## src/rtl/alu_ctrl_defs.sv

```systemverilog
`default_nettype none
// ============================================================================
// Module      : alu_ctrl_defs (package)
// Description : Op codes and controller state encoding shared by the
//               bit-serial ALU sequencer and its one-bit slice.
// Revision    : 1.0 - initial release
// ============================================================================
package alu_ctrl_defs;

  localparam logic [2:0] ALU_AND = 3'b000;
  localparam logic [2:0] ALU_OR  = 3'b001;
  localparam logic [2:0] ALU_ADD = 3'b010;
  localparam logic [2:0] ALU_XOR = 3'b011;
  localparam logic [2:0] ALU_SUB = 3'b110;
  localparam logic [2:0] ALU_SLT = 3'b111;

  typedef enum logic [1:0] {
    S_IDLE = 2'd0,
    S_RUN  = 2'd1,
    S_DONE = 2'd2
  } state_t;

  // Ops whose signed overflow is meaningful.
  function automatic logic is_arith(input logic [2:0] op);
    return (op == ALU_ADD) || (op == ALU_SUB) || (op == ALU_SLT);
  endfunction

endpackage
`default_nettype wire

```

## src/rtl/alu_1.sv

```systemverilog
`default_nettype none
// ============================================================================
// Module      : alu_1
// Description : One-bit MIPS ALU slice. alu_op[2] inverts b; alu_op[1:0]
//               selects AND / OR / SUM / XOR. Carry is always produced.
// Revision    : 1.0 - initial release
// ============================================================================
module alu_1 (
  input  logic       a,
  input  logic       b,
  input  logic       carry_in,
  input  logic [2:0] alu_op,
  output logic       result,
  output logic       carry_out
);

  logic w_b;
  logic w_sum;

  assign w_b       = b ^ alu_op[2];
  assign w_sum     = a ^ w_b ^ carry_in;
  assign carry_out = (a & w_b) | (a & carry_in) | (w_b & carry_in);

  // Function select on the low op bits.
  always_comb begin
    result = 1'b0;
    case (alu_op[1:0])
      2'b00:   result = a & w_b;
      2'b01:   result = a | w_b;
      2'b10:   result = w_sum;
      default: result = a ^ w_b;
    endcase
  end

endmodule
`default_nettype wire

```

## src/rtl/alu_serial_ctrl.sv

```systemverilog
`default_nettype none
// ============================================================================
// Module      : alu_serial_ctrl
// Description : Bit-serial sequencer driving one alu_1 slice for WIDTH cycles,
//               LSB first, to perform a full-width MIPS ALU operation.
// Revision    : 1.0 - initial release
// ============================================================================
module alu_serial_ctrl
  import alu_ctrl_defs::*;
#(
  parameter int WIDTH = 32
) (
  input  logic             clk,
  input  logic             reset,
  input  logic             start,
  input  logic [WIDTH-1:0] a,
  input  logic [WIDTH-1:0] b,
  input  logic [2:0]       op,
  output logic             busy,
  output logic             done,
  output logic [WIDTH-1:0] result,
  output logic             carry_out,
  output logic             overflow,
  output logic             zero
);

  localparam int               IDX_W    = $clog2(WIDTH);
  localparam logic [IDX_W-1:0] LAST_IDX = IDX_W'(WIDTH - 1);

  state_t             r_state;
  state_t             w_next_state;
  logic [WIDTH-1:0]   r_a_sh;
  logic [WIDTH-1:0]   r_b_sh;
  logic [WIDTH-1:0]   r_result;
  logic [2:0]         r_op;
  logic [IDX_W-1:0]   r_idx;
  logic               r_carry;
  logic               r_carry_out;
  logic               r_overflow;

  logic               w_accept;
  logic               w_last;
  logic [2:0]         w_slice_op;
  logic               w_slice_res;
  logic               w_slice_cout;
  logic               w_c_msb;
  logic               w_ovf;

  // Operands are shifted right so the active bit is always at position 0.
  assign w_slice_op = (r_op == ALU_SLT) ? ALU_SUB : r_op;
  assign w_accept   = start && (r_state != S_RUN);
  assign w_last     = (r_state == S_RUN) && (r_idx == LAST_IDX);
  assign w_c_msb    = r_carry;
  assign w_ovf      = w_c_msb ^ w_slice_cout;

  alu_1 u_slice (
    .a         (r_a_sh[0]),
    .b         (r_b_sh[0]),
    .carry_in  (r_carry),
    .alu_op    (w_slice_op),
    .result    (w_slice_res),
    .carry_out (w_slice_cout)
  );

  // State register.
  always_ff @(posedge clk or posedge reset) begin
    if (reset) r_state <= S_IDLE;
    else       r_state <= w_next_state;
  end

  // Next-state and status outputs.
  always_comb begin
    w_next_state = r_state;
    busy         = 1'b0;
    done         = 1'b0;
    case (r_state)
      S_IDLE: if (start) w_next_state = S_RUN;
      S_RUN: begin
        busy = 1'b1;
        if (w_last) w_next_state = S_DONE;
      end
      S_DONE: begin
        done         = 1'b1;
        w_next_state = start ? S_RUN : S_IDLE;
      end
      default: w_next_state = S_IDLE;
    endcase
  end

  // Operand latch, serial stepping, result assembly and final flags.
  always_ff @(posedge clk or posedge reset) begin
    if (reset) begin
      r_a_sh      <= '0;
      r_b_sh      <= '0;
      r_op        <= ALU_AND;
      r_idx       <= '0;
      r_carry     <= 1'b0;
      r_result    <= '0;
      r_carry_out <= 1'b0;
      r_overflow  <= 1'b0;
    end else if (w_accept) begin
      r_a_sh  <= a;
      r_b_sh  <= b;
      r_op    <= op;
      r_idx   <= '0;
      r_carry <= op[2];
    end else if (r_state == S_RUN) begin
      r_a_sh  <= r_a_sh >> 1;
      r_b_sh  <= r_b_sh >> 1;
      r_carry <= w_slice_cout;
      r_idx   <= r_idx + IDX_W'(1);
      if (w_last) begin
        r_carry_out <= w_slice_cout;
        r_overflow  <= is_arith(r_op) && (r_op != ALU_SLT) && w_ovf;
        if (r_op == ALU_SLT)
          r_result <= {{(WIDTH-1){1'b0}}, w_slice_res ^ w_ovf};
        else
          r_result <= {w_slice_res, r_result[WIDTH-1:1]};
      end else begin
        r_result <= {w_slice_res, r_result[WIDTH-1:1]};
      end
    end
  end

  assign result    = r_result;
  assign carry_out = r_carry_out;
  assign overflow  = r_overflow;
  assign zero      = (r_result == '0);

endmodule
`default_nettype wire
```

## config.mk

```make
export PLATFORM = sky130hd
export DESIGN_NAME = alu_serial_ctrl
export DESIGN_NICKNAME = d
export VERILOG_FILES = /design/src/rtl/alu_ctrl_defs.sv /design/src/rtl/alu_1.sv /design/src/rtl/alu_serial_ctrl.sv
export SDC_FILE = /design/constraint.sdc
export NUM_CORES = 1
export LEC_CHECK = 0
export CAP_MARGIN = 20
export CORE_MARGIN = 2
export CORE_UTILIZATION = 51
export CTS_CLUSTER_SIZE = 28
export DETAILED_ROUTE_END_ITERATION = 10
export HOLD_SLACK_MARGIN = 0.1
export PLACE_DENSITY = 0.87
export SLEW_MARGIN = 10
export SYNTH_ARGS = -nofsm -noshare
export SYNTH_HDL_FRONTEND = slang
export SYNTH_HIERARCHICAL = 1
export SYNTH_SLANG_ARGS = --single-unit
```

## constraint.sdc

```tcl
create_clock -name clk -period 4.05 [get_ports clk]
set_clock_uncertainty 0.1 [all_clocks]
set_input_delay 0.6075 -clock clk [delete_from_list [all_inputs] [get_ports clk]]
set_output_delay 0.6075 -clock clk [all_outputs]
set_load 0.02 [all_outputs]
```

======== Word-level counts from Yosys, hierarchy flattened ========
Index checks and enable logic that the tools add are counted.
cells by class
  bitwise gates (word level) .............. 12
  multiplexer cells ....................... 18
  add/sub/neg operators ................... 1
  equal/unequal tests ..................... 12
  reduce and logical (&&, ||, !) cells .... 13
operators by type and width
  cell                   number
  $mux W32               6
  $logic_not A32 Y1      1
  $mux W5                2
  $eq A3 B3 Y1 const B   2
  $pmux W2 S3            1
  $add A5 B1 Y5 const B  1
  $eq A5 B5 Y1 const B   1
  $mux W1                5
  $xor A1 B1 Y1          5
  $eq A2 B1 Y1 const B   2
  $eq A2 B2 Y1 const B   2
  $logic_and A1 B1 Y1    4
  $logic_not A2 Y1       2
  $mux W2                2
  $ne A2 B2 Y1 const B   2
  $reduce_and A2 Y1      2
  $and A1 B1 Y1          3
  $eq A3 B2 Y1 const B   1
  $mux W3                1
  $ne A3 B3 Y1 const B   1
  $or A1 B1 Y1           3
  $pmux W1 S3            1
  $reduce_and A3 Y1      1
  $logic_or A1 B1 Y1     2
  3 further kinds        3
storage, ports and cells
  output and inout bits ................... 37
  register bits ........................... 109
  input port bits ......................... 70

======== Logic depth before layout (Yosys ltp) ========
  word-level depth ........................ 10
  depth in mapped cells ................... 9
  depth with buffers taken out ............ 8

======== By module ========
Netlist, hierarchy kept.
modules (own cells, without submodules)
  module           cells each  area each (µm²)  times used
  alu_serial_ctrl  482         4954.8           1
  alu_1            8           87.6             1

======== Worst setup path before layout ========
Ideal clock, no wire load.
  path kind ............................... register to register
  from .................................... reg r_op[2]
  to ...................................... reg r_result[0] (netlist: result[0])
  setup slack ............................. 1.845 ns
  period minus slack after synthesis ...... 2.205 ns
  data arrival time ....................... 1.978 ns
  buffers on the path ..................... 1
  stages on the path, launching flop included .. 8
  setup time .............................. 0.126 ns
  cells stage by stage .................... dfrtp_1 clkbuf_1 xor2_1 fa_1 mux4_2 xor3_1 mux2i_1 o21ai_0
between the ends
  elaborated cells on any way between the ends .. 18
RTL lines
  element                   RTL line                  text
  start: declaration        alu_serial_ctrl.sv:35     logic [2:0] r_op;
  start signal: assignment  alu_serial_ctrl.sv:104    r_op <= op;
  $eq A3 B3 Y1              alu_serial_ctrl.sv:50     assign w_slice_op = (r_op == ALU_SLT) ? ALU_SUB : r_op;
  $mux W3 (*)               alu_serial_ctrl.sv:50
  via w_slice_op[2]         alu_serial_ctrl.sv:43     logic [2:0] w_slice_op;
  $xor A1 B1 Y1 (*)         alu_1.sv:20               assign w_b = b ^ alu_op[2];
  $xor A1 B1 Y1             alu_1.sv:21, alu_1.sv:31
  $xor A1 B1 Y1             alu_1.sv:21               assign w_sum = a ^ w_b ^ carry_in;
  $pmux W1 S3 (*)           alu_1.sv:27               case (alu_op[1:0])
  via w_slice_res           alu_serial_ctrl.sv:44     logic w_slice_res;
  $xor A1 B1 Y1 (*)         alu_serial_ctrl.sv:116    r_result <= {{(WIDTH-1){1'b0}}, w_slice_res ^ w_ovf};
  $mux W32 (*)              alu_serial_ctrl.sv:115    if (r_op == ALU_SLT)
  $mux W32 (*)              alu_serial_ctrl.sv:112    if (w_last) begin
  end signal: assignment    alu_serial_ctrl.sv:116
  end signal: assignment    alu_serial_ctrl.sv:118    r_result <= {w_slice_res, r_result[WIDTH-1:1]};
  end signal: assignment    alu_serial_ctrl.sv:120    r_result <= {w_slice_res, r_result[WIDTH-1:1]};
  end: declaration          alu_serial_ctrl.sv:34     logic [WIDTH-1:0] r_result;
Mark *: on every way through the listed nets, which the timed path passes. The rest lies on a longest branch.
A chain may end at the register's enable or synchronous reset.

======== Final worst setup path ========
  from .................................... reg r_result[25] (netlist: result[25])
  to ...................................... out zero
between the ends
  longest elaborated chain between the ends .. 1
ends and longest elaborated chain
  element            RTL line                text
  $logic_not A32 Y1  alu_serial_ctrl.sv:128  assign zero = (r_result == '0);
  end: declaration   alu_serial_ctrl.sv:24   output logic zero
Every way passes these cells.

==> results_dict.tcl <==
set metrics [dict create \
    outcome "complete, no violations" \
    cts_setup_buffers 0 \
    synth_ff_type "dfrtp_1" \
    min_period_ns 2.74 \
    syn_avg_cell_area_sq_um 10.3 \
    crit_path_start_kind "flop" \
    grt_pass1_wl_mm 17.0 \
    post_dp_cell_area_sq_um 6110 \
    netlist_area_sq_um 5040 \
    syn_inst 490 \
    leakagePower_nw 2.99 \
    power.density_nw_per_um2 628 \
    via_per_inst 5.26 \
    detailroute.via_count 3774 \
    die_h_um 103 \
    cts_max_path_buffers 2 \
    ant_nets 0 \
    synth_top_area_cell "dfrtp_1" \
    crit_chain "nor4_1, nand4_1, nor2_1, clkdlybuf4s50_1" \
    stdcell_area_sq_um 6300 \
    crit_type "reg2out" \
    grt_max_degree 99 \
    grt_pass1_vias 3749 \
    cts.reportedPaths.clkPinSlew_ns 0.10 \
    dieArea_sq_um 10700 \
    drc 0 \
    pin_count 107 \
    cap_viol_max_count 0 \
    hold_viol 0 \
    place.gp.congestion 0.798 \
    rr_endpoint "r_a_sh[6]" \
    synth_cell_types 31 \
    cts_root_buf "clkbuf_8" \
    fillers 794 \
    cts_htree_levels 3 \
    fp.dieW_um 103 \
    min_period_over_period_pct 67.7 \
    rsz0062_at_grt "no" \
    clkSinkCount 109 \
    yosys-top-cells-count "nand2_1, dfrtp_1, o21ai_0" \
    crit_required_ns 3.34 \
    overflow 0 \
    critPathSlowestCell "clkdlybuf4s50_1" \
    synthesis.nets 565 \
    relSlewSlack_pct 44.3 \
    setup-tns-final_ns 0 \
    post_cts_resized 0 \
    synthTopCellsByArea "dfrtp_1, mux2i_1, nand2_1" \
    synth.ff_latch_count 109 \
    max_freq_mhz 365 \
    drt-total-wl_mm 10.5 \
    insertion_delay_ns 0.37 \
    cts_tree "yes" \
    finalMaxSlewViolations 0 \
    synth_edf_count 0 \
    crit_family "simple AND/OR/NAND/NOR gates" \
    ys_seq_area_share_pct 54.1 \
    initial_core_util_pct 52.1 \
    dp_hpwl_mm 7.35 \
    yosysMostFrequentCell "nand2_1" \
    drive_above_1_share_pct 6.85 \
    syn_to_final_growth_pct 24.9 \
    yosysWarningCount 6 \
    irDropWorstVdd_mv 0.273 \
    r2r_setup_slack_ns 1.36 \
    antenna_found_initial 0 \
    rows 36 \
    nets 654 \
    crit_arrival_ns 2.03 \
    cts_hold_buf 0 \
    worstMarginPinSlew_ns 0.836 \
    io_buffer_count 106 \
    synthDominantCellAreaShare_pct 54.1 \
    grt_usage_pct 20.6 \
    dr.pass1.iters 5 \
    r2r_cells 5 \
    setup_viol 0 \
    post_drt_wl_per_cell_um 14.7 \
    drt_iter0_markers 138 \
    max_stage_delay_ns 0.60 \
    end_kind "primary output" \
    ys_async_sr_fraction_pct 100 \
    cp_max_fo 4 \
    hold_path_class "reg2reg" \
    r2r-start "r_state[1]" \
    hold-path-endpoint "r_b_sh[1]" \
    worstHoldStart "r_b_sh[2]" \
    core_area_sq_um 9680 \
    min_path_cells 2 \
    critPathBufInv 1 \
    cts_buffers 9 \
]
[layout by cell type (no fill, tap or decap), types with 2 or more instances in the layout]
master,count
mux2i_1,67
clkinvlp_4,2
xor2_1,2
inv_1,5
clkdlybuf4s50_1,105
ha_1,4
nor2_1,4
buf_4,7
inv_4,2
o21ai_0,68
nand2_1,133
clkbuf_8,10
nand3_2,7
nand4_1,3
nand3b_1,2
nor4_1,8
inv_6,2
dfrtp_1,109
nand3_1,26
mux2_2,5
[routing by layer]
metal	part of all wire [%]	wire length [um]	global-route usage, %	up-vias
li1	-	-	-	1841
met1	42	4430	25.4	1814
met2	51	5410	36.0	105
met3	4.8	510	4.91	14
met4	1.7	174	6.68	0
met5	0	0	0	-
[worst reg2reg max path: cells and delay by family (launching register included)]
| family | cells | cell delay, ns |
|---|---|---|
| buffers and inverters | 3 | 1.42 |
| AND/OR/NAND/NOR | 1 | 0.34 |
| AO/OA/AOI/OAI | 1 | 0.28 |
| flip-flops | 1 | 0.40 |
[logic make-up (layout without fill, tap and decap cells)]
kind of cell / Yosys count / in the layout / synth area share, %
XOR/XNOR: 4 / 4 / 0.993
other: 0 / 1 / 0
multiplexers: 73 / 73 / 14.9
flip-flops: 109 / 109 / 54.1
AND/OR/NAND/NOR: 186 / 186 / 16.4
AO/OA/AOI/OAI: 71 / 71 / 7.20
buffers and inverters: 42 / 136 / 5.11
adder cells (fa/ha/maj): 5 / 5 / 1.39
[worst max-delay path by stage]
| stage | depth (start not counted) | endpoint | slack (ns) | startpoint |
|---|---|---|---|---|
| 6_report | 4 | zero | 1.31 | result[25] |
| 5_1_grt | 5 | r_a_sh[9] | 1.15 | r_state[1] |
| 4_1_cts | 4 | zero | 1.32 | result[25] |
| 3_5_place_dp | 5 | r_a_sh[6] | 1.41 | r_state[1] |
| 3_3_place_gp | 5 | r_b_sh[9] | 1.55 | r_state[1] |
| 2_1_floorplan | 1 | carry_out | 0.47 | reset |
[state kept, by name, summed over array words and instances (netlist names)]
signal	flops
r_idx	5
r_op	3
r_state	2
result	32
r_carry	1
overflow	1
r_a_sh	32
r_b_sh	32
carry_out	1
[final cells by class]
cell class              count  area, sq um  area share, %
flip-flops and latches    109         2730           43.3
multi-input cells         339         2060           32.7
repair buffers            113         1130           18.0
well taps                 133          166           2.64
clock buffers              10          138           2.18
clock inverters             6         46.3          0.735
inverters                   7         31.3          0.497
diodes                      1         2.50         0.0397
[power breakdown]
part | internal [mW] | switching (mW) | total, mW
Clock | 0.245 | 0.369 | 0.614
Sequential | 1.51 | 0.342 | 1.85
Combinational | 0.709 | 0.776 | 1.49
Total | 2.47 | 1.49 | 3.95
[per-stage QoR]
step / worst slack [ns] / instances / total power [mW] / util, % / hold WS, ns
finish: 1.31 / 718 / 3.95 / 65.1 / 0.383
global route: 1.15 / 717 / 4.26 / 65.0 / 0.415
CTS: 1.32 / 717 / 3.99 / 65.0 / 0.389
detailed placement: 1.41 / 701 / 3.37 / 63.1 / 0.364
global placement: 1.55 / 700 / 3.26 / 62.8 / 0.354
floorplan: 0.469 / 490 / 2.81 / - / 0.349
Note: power is estimated with default switching activity, not from simulation.
